File: src/rtl/lane_serializer_if.sv
// Bus between a word producer and lane_serializer. data_i moves on a rising edge
// where valid_i && ready_o; ready_o never depends on valid_i. data_o is a beat only while valid_o is 1.
interface lane_serializer_if #(
    parameter int WIDTH = 16,
    parameter int LANES = 1
);
    logic [WIDTH-1:0] data_i;
    logic             valid_i;
    logic             ready_o;
    logic             msb_first_i;
    logic             underrun_clr_i;
    logic [LANES-1:0] data_o;
    logic             valid_o;
    logic             sof_o;
    logic             underrun_o;
    logic             fsm_shift;   // debug: 1 while the serializer FSM is in SHIFT

    modport master (
        output data_i, valid_i, msb_first_i, underrun_clr_i,
        input  ready_o, data_o, valid_o, sof_o, underrun_o, fsm_shift
    );

    modport slave (
        input  data_i, valid_i, msb_first_i, underrun_clr_i,
        output ready_o, data_o, valid_o, sof_o, underrun_o, fsm_shift
    );
endinterface

File: src/rtl/lane_serializer.sv
// Parallel-to-serial converter: one holding register feeds a shift register that emits
// LANES bits per cycle, MSB- or LSB-first, with registered beat outputs and a sticky underrun flag.
module lane_serializer #(
    parameter int WIDTH = 16,
    parameter int LANES = 1
) (
    input  logic               clk,
    input  logic               reset_n,
    lane_serializer_if.slave   bus
);
    localparam int BEATS = WIDTH / LANES;
    localparam int CW    = (BEATS > 1) ? $clog2(BEATS) : 1;
    localparam logic [CW-1:0] LAST = CW'(BEATS - 1);

    generate
        if (((WIDTH % LANES) != 0) || (BEATS < 2)) begin : g_bad_params
            $error("lane_serializer: WIDTH must be a multiple of LANES giving at least two beats");
        end
    endgenerate

    typedef enum logic {IDLE = 1'b0, SHIFT = 1'b1} state_t;

    state_t           state;
    logic [CW-1:0]    cnt;
    logic [WIDTH-1:0] hold_word;
    logic             hold_full;
    logic [WIDTH-1:0] shreg;
    logic             msb_mode;

    logic             last_beat;
    logic             load;
    logic             accept;
    logic [LANES-1:0] beat;

    assign last_beat     = (state == SHIFT) && (cnt == LAST);
    assign load          = hold_full && ((state == IDLE) || last_beat);
    assign bus.ready_o   = !hold_full || load;
    assign accept        = bus.valid_i && bus.ready_o;
    assign bus.fsm_shift = (state == SHIFT);

    // The shifter moves the next beat to the edge that matches the latched order.
    assign beat = msb_mode ? shreg[WIDTH-1 -: LANES] : shreg[LANES-1:0];

    always_ff @(posedge clk or negedge reset_n) begin
        if (!reset_n) begin
            hold_word <= '0;
            hold_full <= 1'b0;
        end else if (accept) begin
            hold_word <= bus.data_i;
            hold_full <= 1'b1;
        end else if (load) begin
            hold_full <= 1'b0;
        end
    end

    always_ff @(posedge clk or negedge reset_n) begin
        if (!reset_n) begin
            state          <= IDLE;
            cnt            <= '0;
            shreg          <= '0;
            msb_mode       <= 1'b0;
            bus.data_o     <= '0;
            bus.valid_o    <= 1'b0;
            bus.sof_o      <= 1'b0;
            bus.underrun_o <= 1'b0;
        end else begin
            case (state)
                IDLE: begin
                    bus.data_o  <= '0;
                    bus.valid_o <= 1'b0;
                    bus.sof_o   <= 1'b0;
                    if (hold_full) begin
                        shreg    <= hold_word;
                        msb_mode <= bus.msb_first_i;
                        cnt      <= '0;
                        state    <= SHIFT;
                    end
                end
                SHIFT: begin
                    bus.data_o  <= beat;
                    bus.valid_o <= 1'b1;
                    bus.sof_o   <= (cnt == '0);
                    if (load) begin
                        shreg    <= hold_word;
                        msb_mode <= bus.msb_first_i;
                        cnt      <= '0;
                    end else if (last_beat) begin
                        cnt   <= '0;
                        state <= IDLE;
                    end else begin
                        cnt   <= cnt + 1'b1;
                        shreg <= msb_mode ? (shreg << LANES) : (shreg >> LANES);
                    end
                end
                default: state <= IDLE;
            endcase

            // Setting wins over a coincident clear so a fresh gap is never lost.
            if (last_beat && !hold_full)
                bus.underrun_o <= 1'b1;
            else if (bus.underrun_clr_i)
                bus.underrun_o <= 1'b0;
        end
    end
endmodule
File: src/flat_wrapper.sv
// flat-port wrapper written by rule: the top's interface ports become plain ports
module lane_serializer_flat 
#(
    parameter int WIDTH = 16,
    parameter int LANES = 1
)
  (clk, reset_n, bus_data_i, bus_valid_i, bus_msb_first_i, bus_underrun_clr_i, bus_ready_o, bus_data_o, bus_valid_o, bus_sof_o, bus_underrun_o, bus_fsm_shift);
  lane_serializer_if #(.WIDTH(WIDTH), .LANES(LANES)) bus_i ();
  input  logic clk;
  input  logic reset_n;
  input wire logic [$bits(bus_i.data_i)-1:0] bus_data_i;
  input wire logic [$bits(bus_i.valid_i)-1:0] bus_valid_i;
  input wire logic [$bits(bus_i.msb_first_i)-1:0] bus_msb_first_i;
  input wire logic [$bits(bus_i.underrun_clr_i)-1:0] bus_underrun_clr_i;
  output wire logic [$bits(bus_i.ready_o)-1:0] bus_ready_o;
  output wire logic [$bits(bus_i.data_o)-1:0] bus_data_o;
  output wire logic [$bits(bus_i.valid_o)-1:0] bus_valid_o;
  output wire logic [$bits(bus_i.sof_o)-1:0] bus_sof_o;
  output wire logic [$bits(bus_i.underrun_o)-1:0] bus_underrun_o;
  output wire logic [$bits(bus_i.fsm_shift)-1:0] bus_fsm_shift;
  assign bus_i.data_i = bus_data_i;
  assign bus_i.valid_i = bus_valid_i;
  assign bus_i.msb_first_i = bus_msb_first_i;
  assign bus_i.underrun_clr_i = bus_underrun_clr_i;
  assign bus_ready_o = bus_i.ready_o;
  assign bus_data_o = bus_i.data_o;
  assign bus_valid_o = bus_i.valid_o;
  assign bus_sof_o = bus_i.sof_o;
  assign bus_underrun_o = bus_i.underrun_o;
  assign bus_fsm_shift = bus_i.fsm_shift;
  lane_serializer #(.WIDTH(WIDTH), .LANES(LANES)) u_core (.clk(clk), .reset_n(reset_n), .bus(bus_i));
endmodule
File: config.mk
export PLATFORM = sky130hd
export DESIGN_NAME = lane_serializer_flat
export DESIGN_NICKNAME = d
export VERILOG_FILES = /design/src/rtl/lane_serializer_if.sv /design/src/rtl/lane_serializer.sv /design/src/flat_wrapper.sv
export SDC_FILE = /design/constraint.sdc
export NUM_CORES = 1
export LEC_CHECK = 0
export CAP_MARGIN = 5
export CELL_PAD_IN_SITES_DETAIL_PLACEMENT = 1
export CELL_PAD_IN_SITES_GLOBAL_PLACEMENT = 2
export CORE_MARGIN = 3
export CORE_UTILIZATION = 37
export DETAILED_ROUTE_END_ITERATION = 8
export PLACE_DENSITY = 0.88
export SYNTH_ARGS = -nofsm -noshare
export SYNTH_HDL_FRONTEND = slang
export SYNTH_SLANG_ARGS = --single-unit
File: constraint.sdc
create_clock -name clk -period 2.1 [get_ports clk]
set_input_delay 0.42 -clock clk [delete_from_list [all_inputs] [get_ports clk]]
set_output_delay 0.42 -clock clk [all_outputs]
set_load 0.02 [all_outputs]
## After elaboration in Yosys (flattened, before gate mapping)

Cells that the tools add are included.

- Add/subtract/negate cells: 1
- Equal/unequal tests: 4
- Multiplexer cells: 24
- Bitwise logic cells: 1
- Reduce and logical (&&, ||, !) cells: 12

Operator list:

| kind | count |
|---|---|
| $mux W16 | 4 |
| $pmux W16 S2 | 1 |
| $mux W4 | 3 |
| $mux W1 | 10 |
| $pmux W1 S2 | 5 |
| $pmux W4 S2 | 1 |
| $add A4 B1 Y4 const B | 1 |
| $eq A4 B4 Y1 const B | 1 |
| $logic_and A1 B1 Y1 | 4 |
| $logic_not A4 Y1 | 1 |
| $reduce_and A2 Y1 | 2 |
| $reduce_bool A2 Y1 | 2 |
| $ne A3 B3 Y1 const B | 1 |
| $logic_or A1 B1 Y1 | 2 |
| $ne A2 B1 Y1 const B | 1 |
| $ne A2 B2 Y1 const B | 1 |
| $logic_not A1 Y1 | 1 |
| $not A1 Y1 | 1 |

- Bits in registers: 43
- Input port bits: 21

## Logic depth before layout (Yosys ltp)

- Word-level depth: 7
- Gate-level depth with buffers: 6
- Mapped depth without buffers: 4

## Worst setup path before layout

OpenSTA, ideal clock, no wires.

- Path kind: register -> register
- From: register u_core.cnt[0]
- To: register u_core.hold_word[0]
- Arrival time: 1,497 ps
- Data required time: 1,975 ps
- Path slack: 478 ps
- Cell stages (with the launch flop): 7
- Buffers on the path: 2
- Period minus slack after synthesis: 1,622 ps
- Cells stage by stage: dfrtp_1 -> ha_1 -> nand3_2 -> a31o_1 -> buf_6 -> buf_6 -> mux2_4

- Cells in the longest elaborated chain, start to end: 6

Ends and longest elaborated chain:

| what | line | RTL |
|---|---|---|
| start: declaration | lane_serializer.sv:24 | `logic [CW-1:0] cnt;` |
| start signal: assignment | lane_serializer.sv:91 | `cnt <= cnt + 1'b1;` |
| $eq A4 B4 Y1 | lane_serializer.sv:35 | `assign last_beat = (state == SHIFT) && (cnt == LAST);` |
| $logic_and A1 B1 Y1 | lane_serializer.sv:35 |  |
| $logic_or A1 B1 Y1 | lane_serializer.sv:36 | `assign load = hold_full && ((state == IDLE) \|\| last_beat);` |
| $logic_and A1 B1 Y1 | lane_serializer.sv:36 |  |
| $logic_or A1 B1 Y1 | lane_serializer.sv:37 | `assign bus.ready_o = !hold_full \|\| load;` |
| $logic_and A1 B1 Y1 | lane_serializer.sv:38 | `assign accept = bus.valid_i && bus.ready_o;` |
| end signal: assignment | lane_serializer.sv:49 | `hold_word <= bus.data_i;` |
| end: declaration | lane_serializer.sv:25 | `logic [WIDTH-1:0] hold_word;` |

Every way passes these cells.
A chain may end at the register's enable or synchronous reset.

## Worst setup path after layout

- From: register u_core.cnt[0]
- To: output bus_ready_o

- Cells in the longest elaborated chain, start to end: 5

Ends and longest elaborated chain:

| what | line | RTL |
|---|---|---|
| $eq A4 B4 Y1 | lane_serializer.sv:35 |  |
| $logic_and A1 B1 Y1 | lane_serializer.sv:35 |  |
| $logic_or A1 B1 Y1 | lane_serializer.sv:36 |  |
| $logic_and A1 B1 Y1 | lane_serializer.sv:36 |  |
| $logic_or A1 B1 Y1 | lane_serializer.sv:37 |  |
| end: declaration | flat_wrapper.sv:15 | `output wire logic [$bits(bus_i.ready_o)-1:0] bus_ready_o;` |

Every way passes these cells.

==> reports/qor.csv <==
stage;metric;value;unit
timing;Final Hold Viols;0;
yosys;Cells after Synth;151;
yosys;Seq cells post-synth;43;
route;Vias;1265;
outcome;status;finished, final reports clean;
power;Comb pwr share;36.1;%
timing;Rel. slew slack;67.8;%
yosys;multiplexer share of the synthesized area;34.3;%
critical_path;Critical Path Source Type;register;
grt;first-pass GRT wire length;7.20;mm
yosys;Post-Synth XOR/XNOR Area;0;%
cells_and_area;Final nets;206;
die;row cnt;26;
power;pwr dens;1260;mW/mm2
grt;Overall Global Routing Usage;14.8;%
route;wire per inst;17.0;um
timing;Setup WS post-layout;159;ps
yosys;synth top area cells;dfrtp_1, mux2i_1, mux2_4;
critical_path;Max Fanout on Critical Path;5;
yosys;Synth cell types;27;
power;Power Internal;2100;uW
yosys;Mapped Nets;174;
route;WL final;4.31;mm
yosys;main flop type after synthesis;dfrtp_1;
route;remaining antenna violation count;0;
yosys;main combinational cell family by area after synthesis;multiplexers;
timing;RSZ-0062 raised after global routing;false;
grt;gr ovfl total;0;
power;Sw Ratio;33.0;%
route;Detailed Routing Iterations Pass 1;4;
critical_path;critical path class;register to primary output;
timing;slew of the pin with the lowest slew margin;483;ps
yosys;Avg Synthesized Cell Area;13.5;um2
critical_path;Setup crit end kind;primary output;
timing;Slew Limit Fails;0;
power;Clock power frac;17.0;%
cells_and_area;Core Util, Final;47.6;%
grt;initial antenna violation count;0;
clock_tree;clock sink total;43;
cells_and_area;most frequent cells in the layout;mux2i_1, dfrtp_1, clkdlybuf4s50_1;
die;core box area;0.00520;mm2
timing;endpoints failing setup;0;
clock_tree;CTS tree;done;
grt;number of global-route vias before repair;1440;
power;maximum VDD drop;556;uV
yosys;sequential area share after synthesis;52.8;%
die;Die Height;80.2;um
timing;TNS Setup;0;ps
die;die area;0.00643;mm2
placed_design;Final HPWL DP;3.03;mm
power;sequential fraction of design power;46.9;%
yosys;Post-synth EDFFs;0;
yosys;Post-Synth Adder-Cell Area;1.23;%
die;chip width;80.2;um
yosys;Synth warnings;0;
cells_and_area;commonest non-fill, non-tap cell in the layout;mux2i_1;
clock_tree;total CTS buffers;5;
placed_design;Place WS;56.3;ps
clock_tree;root buf cell;clkbuf_8;
worst_hold_path;Hold/Removal Path Class;input port to async pin;
critical_path;Critical Path RT;1680;ps
cells_and_area;layout cells sized above 1;19.1;%
clock_tree;maximum root-to-sink buffer count;2;
power;Psw;1030;uW
cells_and_area;n_diodes;0;
power;cell leakage power;0.00122;uW
clock_tree;Post-CTS Setup Repair Bufs;0;
yosys;share of the synthesized area in the top cell type;52.8;%
yosys;post-synth top area cell;dfrtp_1;
die;initial core utilization;39.1;%
route;residual DRC count;0;
timing;fin crit share;92.4;%
flow_run;max-cap violations;0;
route;DRT iter0 DRCs;84;
placed_design;port buffer count;26;
grt;largest net degree at the start of global routing;26;
clock_tree;CTS H-Tree Depth;2;
die;Ports;27;
placed_design;gpl congestion;0.758;
timing;Max Clock Freq;515;MHz
yosys;mapped cell area;0.00204;mm2
yosys;ys async rst share;100;%
critical_path;CP arrival;1520;ps
cells_and_area;P&R area growth vs syn;21.7;%
route;vias per cell;5.00;
timing;Final min period;1940;ps
timing;Clock Skew;6.82;ps
clock_tree;Clock Latency Late Sink;300;ps
clock_tree;Worst-path clk slew;80;ps
yosys;Synth Area in Compound Gates;3.69;%
yosys;Synth Area in Simple Gates;4.05;%
## worst max-delay path: stages, from the launching register on
cell      delay [ps]
dfrtp_1          430
ha_1             260
nand3_2          100
and2_1           200
nand2_1           80
clkbuf_2         160
## what timing repair did
| action | 4_1_cts | 5_1_grt |
|---|---|---|
| cloned | 0 | 0 |
| hold buffers | 0 | 0 |
| setup endpoints to repair | 1 | 1 |
| gates resized for setup | 2 | 1 |
## layout make-up
cell class,instances,area (um2)
inverters,6,22.5
well taps,70,87.6
clock buffers,6,82.6
fillers,539,2730
repair buffers,34,323
flip-flops and latches,43,1080
multi-input cells,93,882
clock inverters,1,5.00
## synthesized netlist by cell type (all sizes together) (2+ instances only)
| cell type | count |
|---|---|
| buf | 6 |
| clkbuf | 3 |
| dfrtp | 43 |
| ha | 2 |
| inv | 6 |
| mux2 | 17 |
| mux2i | 47 |
| nand2 | 6 |
| nand3 | 2 |
| nor2 | 2 |
| nor3 | 2 |
| o21ai | 4 |
## cells by family after synthesis
kind of cell	after synthesis
flip-flops	43
multiplexers	64
AO/OA/AOI/OAI	11
AND/OR/NAND/NOR	16
buffers and inverters	15
adder cells (fa/ha/maj)	2
## worst paths after layout
path | from | end | slack (ps) | depth (start not counted)
hold / removal | reset_n | u_core.bus.data_o | 80 | 1
hold reg to reg | u_core.hold_word[9] | u_core.hold_word[9] | 520 | 1
max in group asynchronous | reset_n | u_core.shreg[5] | 1520 | 2
setup / recovery | u_core.cnt[0] | bus_ready_o | 160 | 5
setup reg to reg | u_core.cnt[0] | u_core.hold_word[6] | 230 | 6
min in group clk | u_core.hold_word[9] | u_core.hold_word[9] | 520 | 1
## per-stage QoR
stage	total power [uW]	hold WS (ps)	cell area, um2	cells
final	3130	76.4	2480	253
after global routing	3360	98.0	2480	253
after CTS	3180	93.6	2480	253
after detailed placement	2630	416	2400	246
after global placement	2530	392	2400	246
after floorplan	2280	124	2040	151
## routing by layer
layer / global-route usage (%) / wire, um
met1: 17.4 / 1860
met2: 26.2 / 2240
met3: 4.04 / 155
met4: 4.56 / 57
met5: 0 / 0
## registers in the layout (all words and copies together), names as in the netlist
name	flops
u_core.bus.sof_o	1
u_core.msb_mode	1
u_core.bus.fsm_shift	1
u_core.shreg	16
u_core.bus.data_o	1
u_core.bus.underrun_o	1
u_core.hold_word	16
u_core.hold_full	1
u_core.bus.valid_o	1
u_core.cnt	4
## power groups by stage
stage,clock network (uW),logic (uW),registers [uW]
floorplan,0,895,1380
global placement,0,1080,1460
detailed placement,0,1150,1480
CTS,552,1150,1470
global route,583,1260,1520
finish,534,1130,1470
(Power assumes the default switching activity.)
